==> config.mk <==
export PLATFORM = sky130hd
export DESIGN_NAME = display_scan_ctrl
export DESIGN_NICKNAME = d
export VERILOG_FILES = /design/src/rtl/display_scan_ctrl.sv
export SDC_FILE = /design/constraint.sdc
export NUM_CORES = 1
export LEC_CHECK = 0
export BUFFER_PORTS_ARGS = -buffer_cell sky130_fd_sc_hd__clkbuf_2
export CAP_MARGIN = 20
export CORE_MARGIN = 3
export CORE_UTILIZATION = 35
export CTS_BUF_LIST = sky130_fd_sc_hd__clkbuf_16
export DETAILED_ROUTE_END_ITERATION = 10
export SLEW_MARGIN = 0
export SYNTH_ARGS = -nofsm -noshare
export SYNTH_HDL_FRONTEND = slang
export SYNTH_SLANG_ARGS = --single-unit
==> constraint.sdc <==
create_clock -name clk -period 2.2 [get_ports clk]
set_input_delay 0.22 -clock clk [delete_from_list [all_inputs] [get_ports clk]]
set_output_delay 0.22 -clock clk [all_outputs]
set_load 0.05 [all_outputs]
==> src/rtl/display_scan_ctrl.sv <==
// Time-multiplexed seven-segment scan controller: divides the clock into digit slots,
// walks a one-hot active-low anode and latches new values only at frame boundaries.
module display_scan_ctrl #(
    parameter int unsigned DIGITS = 4,
    parameter int unsigned DIV    = 50000
) (
    input  logic                  clk,
    input  logic                  rst,
    input  logic                  load,
    input  logic [4*DIGITS-1:0]   value,
    input  logic                  blank_lz,
    output logic                  ready,
    output logic [3:0]            seg_code,
    output logic [DIGITS-1:0]     an
);

    localparam int unsigned IDXW = (DIGITS > 1) ? $clog2(DIGITS) : 1;
    localparam int unsigned CNTW = (DIV > 1) ? $clog2(DIV) : 1;

    logic [CNTW-1:0]        cnt_q, cnt_d;
    logic [IDXW-1:0]        idx_q, idx_d;
    logic [DIGITS-1:0][3:0] disp_q, disp_d;
    logic [DIGITS-1:0][3:0] shadow_q, shadow_d;
    logic                   disp_lz_q, disp_lz_d;
    logic                   shadow_lz_q, shadow_lz_d;
    logic                   pending_q, pending_d;

    logic                   tick;
    logic                   frame_end;
    logic [DIGITS:0]        zero_from;
    logic [DIGITS-1:0][3:0] eff;

    always_comb begin
        tick      = (cnt_q == CNTW'(DIV - 1));
        frame_end = tick && (idx_q == IDXW'(DIGITS - 1));

        cnt_d = tick ? '0 : cnt_q + 1'b1;
        idx_d = idx_q;
        if (tick) begin
            idx_d = (idx_q == IDXW'(DIGITS - 1)) ? '0 : idx_q + 1'b1;
        end

        disp_d      = disp_q;
        disp_lz_d   = disp_lz_q;
        shadow_d    = shadow_q;
        shadow_lz_d = shadow_lz_q;
        pending_d   = pending_q;

        // Apply uses the pre-edge pending flag, so a load landing on the boundary only stages.
        if (frame_end && pending_q) begin
            disp_d    = shadow_q;
            disp_lz_d = shadow_lz_q;
            pending_d = 1'b0;
        end else if (load && !pending_q) begin
            shadow_d    = value;
            shadow_lz_d = blank_lz;
            pending_d   = 1'b1;
        end
    end

    always_ff @(posedge clk) begin
        if (rst) begin
            cnt_q       <= '0;
            idx_q       <= '0;
            disp_q      <= '1;
            disp_lz_q   <= 1'b0;
            shadow_q    <= '0;
            shadow_lz_q <= 1'b0;
            pending_q   <= 1'b0;
        end else begin
            cnt_q       <= cnt_d;
            idx_q       <= idx_d;
            disp_q      <= disp_d;
            disp_lz_q   <= disp_lz_d;
            shadow_q    <= shadow_d;
            shadow_lz_q <= shadow_lz_d;
            pending_q   <= pending_d;
        end
    end

    // zero_from[i]: digits i..DIGITS-1 are all zero (top sentinel is vacuously true).
    always_comb begin
        zero_from         = '0;
        zero_from[DIGITS] = 1'b1;
        for (int unsigned k = 0; k < DIGITS; k++) begin
            zero_from[DIGITS-1-k] = (disp_q[DIGITS-1-k] == 4'h0) && zero_from[DIGITS-k];
        end
        eff = disp_q;
        for (int unsigned i = 1; i < DIGITS; i++) begin
            if (disp_lz_q && zero_from[i]) begin
                eff[i] = 4'hF;
            end
        end
    end

    always_comb begin
        ready    = ~pending_q;
        seg_code = eff[idx_q];
        an       = ~(DIGITS'(1) << idx_q);
    end

endmodule

## Yosys cells after proc, flatten, opt, wreduce, memory -nomap -nowiden

Cells that the tools add are included.

| word-level totals | value |
|---|---|
| register bits | 53 |
| input port bits | 20 |
| logic and storage cells | 43 |

| cells by class | value |
|---|---|
| shift-type cells | 1 |
| reduce and logical (&&, ||, !) cells | 15 |
| bitwise operators | 3 |
| order comparisons | 1 |
| eq/ne operators | 2 |
| multiplexer cells | 6 |
| add/subtract/negate cells | 2 |

Operator list:

| cell | number |
|---|---|
| adder 16 x 1 -> 16 bit, second input constant | 1 |
| == test 16 bit, second input constant | 1 |
| two-way mux 4 bit | 4 |
| zero test 4 bit | 3 |
| binary-select mux 4 bit (select 2 bit) | 1 |
| logical AND 1 bit | 8 |
| NOT 4 bit | 1 |
| OR reduction 2 bit | 2 |
| << shifter 1 x 2 -> 4 bit, first input constant | 1 |
| < comparator 2 x 3 -> 1 bit, second input constant | 1 |
| adder 2 x 1 -> 2 bit, second input constant | 1 |
| == test 2 bit, second input constant | 1 |
| two-way mux 2 bit | 1 |
| NOT 1 bit | 2 |
| AND reduction 2 bit | 1 |
| zero test 1 bit | 1 |

## Logic depth before layout (Yosys ltp)

| depth | value |
|---|---|
| word-level depth | 7 |
| mapped depth | 6 |
| depth with buffers taken out | 5 |

## Worst setup path before layout

OpenSTA, ideal clock, no wires.

| path | value |
|---|---|
| path kind | register to output |
| start | register disp_q[15] (netlist bit) |
| end | output port seg_code[0] |
| stages on the path, launching flop included | 5 |
| arrival time | 1.847 ns |
| slack | 0.133 ns |
| cells stage by stage | dfxtp_1 > nor4_1 > and3_1 > nor3_1 > o2bb2ai_1 |

| between the ends | value |
|---|---|
| longest elaborated chain between the ends | 7 |
| elaborated cells on any way between the ends | 11 |
| those cells by class | 5 x mux; 6 x reduce/logical |

RTL lines:

| element | RTL line | source |
|---|---|---|
| from (decl) | 22 | `logic [DIGITS-1:0][3:0] disp_q, disp_d;` |
| from (signal assigned) | 73 | `disp_q <= disp_d;` |
| zero test 4 bit * | 86 | `zero_from[DIGITS-1-k] = (disp_q[DIGITS-1-k] == 4'h0) && zero_from[DIGITS-k];` |
| logical AND 1 bit (2 in series) | 86 |  |
| logical AND 1 bit | 90 | `if (disp_lz_q && zero_from[i]) begin` |
| two-way mux 4 bit | 90 |  |
| binary-select mux 4 bit (select 2 bit) * | 98 | `seg_code = eff[idx_q];` |
| two-way mux 4 bit (implied by the code) * | 98 |  |
| to (decl) | 13 | `output logic [3:0] seg_code,` |

Mark *: on every way between the ends. The rest lies on a longest branch, timed or not. The select of a mux whose other input is x is not followed.

## Final worst setup path

| path | value |
|---|---|
| start | register disp_q[11] (netlist bit) |
| end | output port seg_code[1] |

| between the ends | value |
|---|---|
| longest elaborated chain between the ends | 7 |
| elaborated cells on any way between the ends | 9 |
| those cells by class | 4 x mux; 5 x reduce/logical |

RTL lines:

| element | RTL line |
|---|---|
| zero test 4 bit * | 86 |
| logical AND 1 bit * | 86 |
| logical AND 1 bit | 86 |
| logical AND 1 bit | 90 |
| two-way mux 4 bit | 90 |
| binary-select mux 4 bit (select 2 bit) * | 98 |
| two-way mux 4 bit (implied by the code) * | 98 |

Marked as above.

==> flow_summary.toml <==
[timing]
clock.fmax_ghz = 0.476
drv_slew = 0
skew_ps = 10.7
layout_setup_ws_ps = 97.4
setup_viol = 0
whs_ps = 140
slew_headroom_pct = 57.3
max_slew.worst_pin.slew_ps = 639
finalCritPeriodShare_pct = 95.6
setup_tns_ps = 0
finalHoldViolations = 0
fin_crit_ps = 2100

[worst_setup_path]
critPathArrivalTime_ps = 1880
r2r_end = "disp_q[15]"
reg2regPathDepth = 5
worstPathCellList = "nor4_2 > nand4_1 > o21ai_0 > o2bb2ai_1 > clkbuf_2"
crit_required_ps = 1980
regToRegSetupSlack_ps = 320
worst-path-max-fanout = 3
timing.rr.start = "cnt_q[0]"
endpoint_kind = "output port"
cp-start-kind = "register"
crit_slowest_cell = "nor4_2"
slowest_delay_ps = 390
crit_type = "register to output port"

[die]
initial_core_util_pct = 36.6
rows = 29
dieArea_mm2 = 0.00778
die_x_um = 88.2
ios = 29
die_h_um = 88.2
core-area_mm2 = 0.00646

[placed_design]
port-buffer-count = 28
postPlaceCellArea_mm2 = 0.00258
gp_congestion = 0.814
dp_hpwl_mm = 3.45
place_ws_ps = 260

[drt]
wl_per_cell_um = 13.4
drt_iter0_drc = 91
ant_nets = 0
via_count = 1924
drc_errors = 0
routed_wl_mm = 5.07
drtPass1Iterations = 4
post_drt_via_cell_ratio = 5.08

[global_routing]
antenna_found_initial = 0
grt-ovfl-total = 0
grt_max_degree = 24
grt_pass1_vias = 1859
grt_util_all_layers_pct = 13.9
grt_pass1_wl_mm = 8.54

[power]
power_density_mw_per_mm2 = 685
switching_share_pct = 23.2
irDropWorstVdd_uv = 297
p_seq_share_pct = 52.9
leakagePower_nw = 1.01
pwr-share-comb_pct = 4.8
power.internal_mw = 1.45
p_clk_share_pct = 42.3
net-switching-power_mw = 0.438

[clock_network]
cts_tree = "done"
htree_levels = 2
cts_buffer_depth = 2
cts-root-buf = "clkbuf_16"
clk_pin_slew_worst_paths_ps = 80
clock_latency_ps = 290
cts_hold_buf = 0
cts_sinks = 53
numCtsBuffers = 5

[final_layout]
nNetsFinal = 326
n_antenna_cell = 0
drive_gt1_share_pct = 16.9
syn_to_final_growth_pct = 16.4
design_area_mm2 = 0.00275

[hold_path]
min_from = "value[8]"
hold_end = "shadow_q[8]"
worstHoldPathType = "input pin to register"
holdPathStages = 3

[logic_synthesis]
syn_inst = 274
synth.area.top_cells = "dfxtp_1 (45%), nand2_1 (6.3%), a211o_1 (5.9%), nor2_1 (5.1%), o21a_1 (5.1%)"
ys_ff_latch = 53
avgSynthCellArea_um2 = 8.64
yosysUniqueCellTypes = 35
yosysSeqAreaShare_pct = 44.8
synth_flop_cell = "dfxtp_1"
synth_top_area_share_pct = 44.8
synth_area_mm2 = 0.00237
yosysWarnings = 0
synth_edf_count = 0
yosys.area.top_type = "dfxtp_1"
async_flop_share_pct = 0
syn-num-nets = 299

[outcome]
outcome = "finished clean"

[run]
cap_violations = 0
[how the worst max path moves through the flow]
stage / from / end / slack, ps / cells after the start
final: disp_q[11] / seg_code[1] / 100 / 5
after CTS: disp_q[8] / seg_code[1] / 10 / 5
after global placement: disp_q[15] / seg_code[3] / 320 / 5
after detailed placement: disp_q[15] / seg_code[1] / 260 / 5
after global routing: disp_q[8] / seg_code[2] / -0.2 / 5
after floorplan: disp_q[15] / seg_code[0] / 130 / 4
[cell type report]
class | count | area [µm²]
clock buffer | 5 | 125
sequential | 53 | 1060
fill | 667 | 3700
inverter | 10 | 37.5
tap | 77 | 96.3
timing repair buffer | 35 | 193
clock inverter | 3 | 26.3
multi-input combinational | 196 | 1210
[sequential cells by signal (all words and copies together) (netlist names)]
register	count
cnt_q	16
disp_lz_q	1
disp_q	16
idx_q	2
pending_q	1
shadow_lz_q	1
shadow_q	16
[cell families (layout without fill, tap and decap cells)]
logic type,count (synthesis),count (layout),synth area share (%)
AOI/OAI and AO/OA,67,67,19.4
xor gates and xnor gates,13,13,4.81
adders and majority gates,5,5,2.64
buffers and inverters,25,53,4.76
DFF,53,53,44.8
muxes,1,1,0.423
and+or+nand+nor,110,110,23.1
[cell usage in the layout (no fill, tap or decap), types with 2 or more instances in the layout]
| cell | instances |
|---|---|
| xor2_1 | 4 |
| nand3_1 | 4 |
| inv_1 | 10 |
| a21oi_1 | 19 |
| clkbuf_16 | 5 |
| o21a_1 | 16 |
| buf_4 | 7 |
| a211o_1 | 16 |
| xnor2_1 | 9 |
| nand2_1 | 40 |
| nor4_1 | 2 |
| ha_1 | 5 |
| o21ai_0 | 9 |
| nand4_1 | 7 |
| or3_1 | 2 |
| nor3_1 | 8 |
| and3_1 | 4 |
| clkbuf_2 | 28 |
| dfxtp_1 | 52 |
| clkinv_4 | 2 |
| nor2_1 | 32 |
| o2bb2ai_1 | 4 |
[power groups by stage]
| stage | combinational, mW | sequential (mW) | clock, mW |
|---|---|---|---|
| floorplan | 0.0576 | 1.02 | 0 |
| global placement | 0.0908 | 1.02 | 0 |
| detailed placement | 0.0922 | 1.02 | 0 |
| CTS | 0.0924 | 0.997 | 0.824 |
| global route | 0.104 | 1.00 | 0.866 |
| finish | 0.0897 | 0.997 | 0.798 |
[stage by stage]
stage,utilization [%],total power [mW],cells
6_report,42.6,1.89,379
5_1_grt,42.6,1.97,379
4_1_cts,42.4,1.91,379
3_5_place_dp,39.9,1.11,371
3_3_place_gp,39.9,1.11,371
2_1_floorplan,-,1.07,274
[cell usage after synthesis, types with 2 or more instances]
cell type   n
dfxtp_1    53
o21a_1     16
nor2_1     32
xor2_1      4
inv_1      10
or3_1       2
buf_6       2
and3_1      4
o21ai_0     9
buf_2       3
nand4_1     7
nand3_1     4
xnor2_1     9
nor4_1      4
a211o_1    16
nor3_1      8
clkbuf_1    9
ha_1        5
nand2_1    40
a21oi_1    19
o2bb2ai_1   4
[metal layers]
layer,vias to the layer above,wire length (µm),GRT usage [%]
li1,1003,-,-
met1,885,2510,18.1
met2,30,2350,23.0
met3,6,137,2.98
met4,0,72,4.53
met5,-,0,0
[worst max-delay path: cells and delay by family (launching register included)]
kind                   cells  cell delay [ps]
AO/OA/AOI/OAI              2              400
buffers and inverters      1              300
flip-flops                 1              340
AND/OR/NAND/NOR            2              540
[timing repair]
item,CTS,global route
gates resized for setup,1,3
pin swaps,0,0
setup endpoints to repair,3,4
setup buffers,0,0
Power figures use the tool's default switching activity.
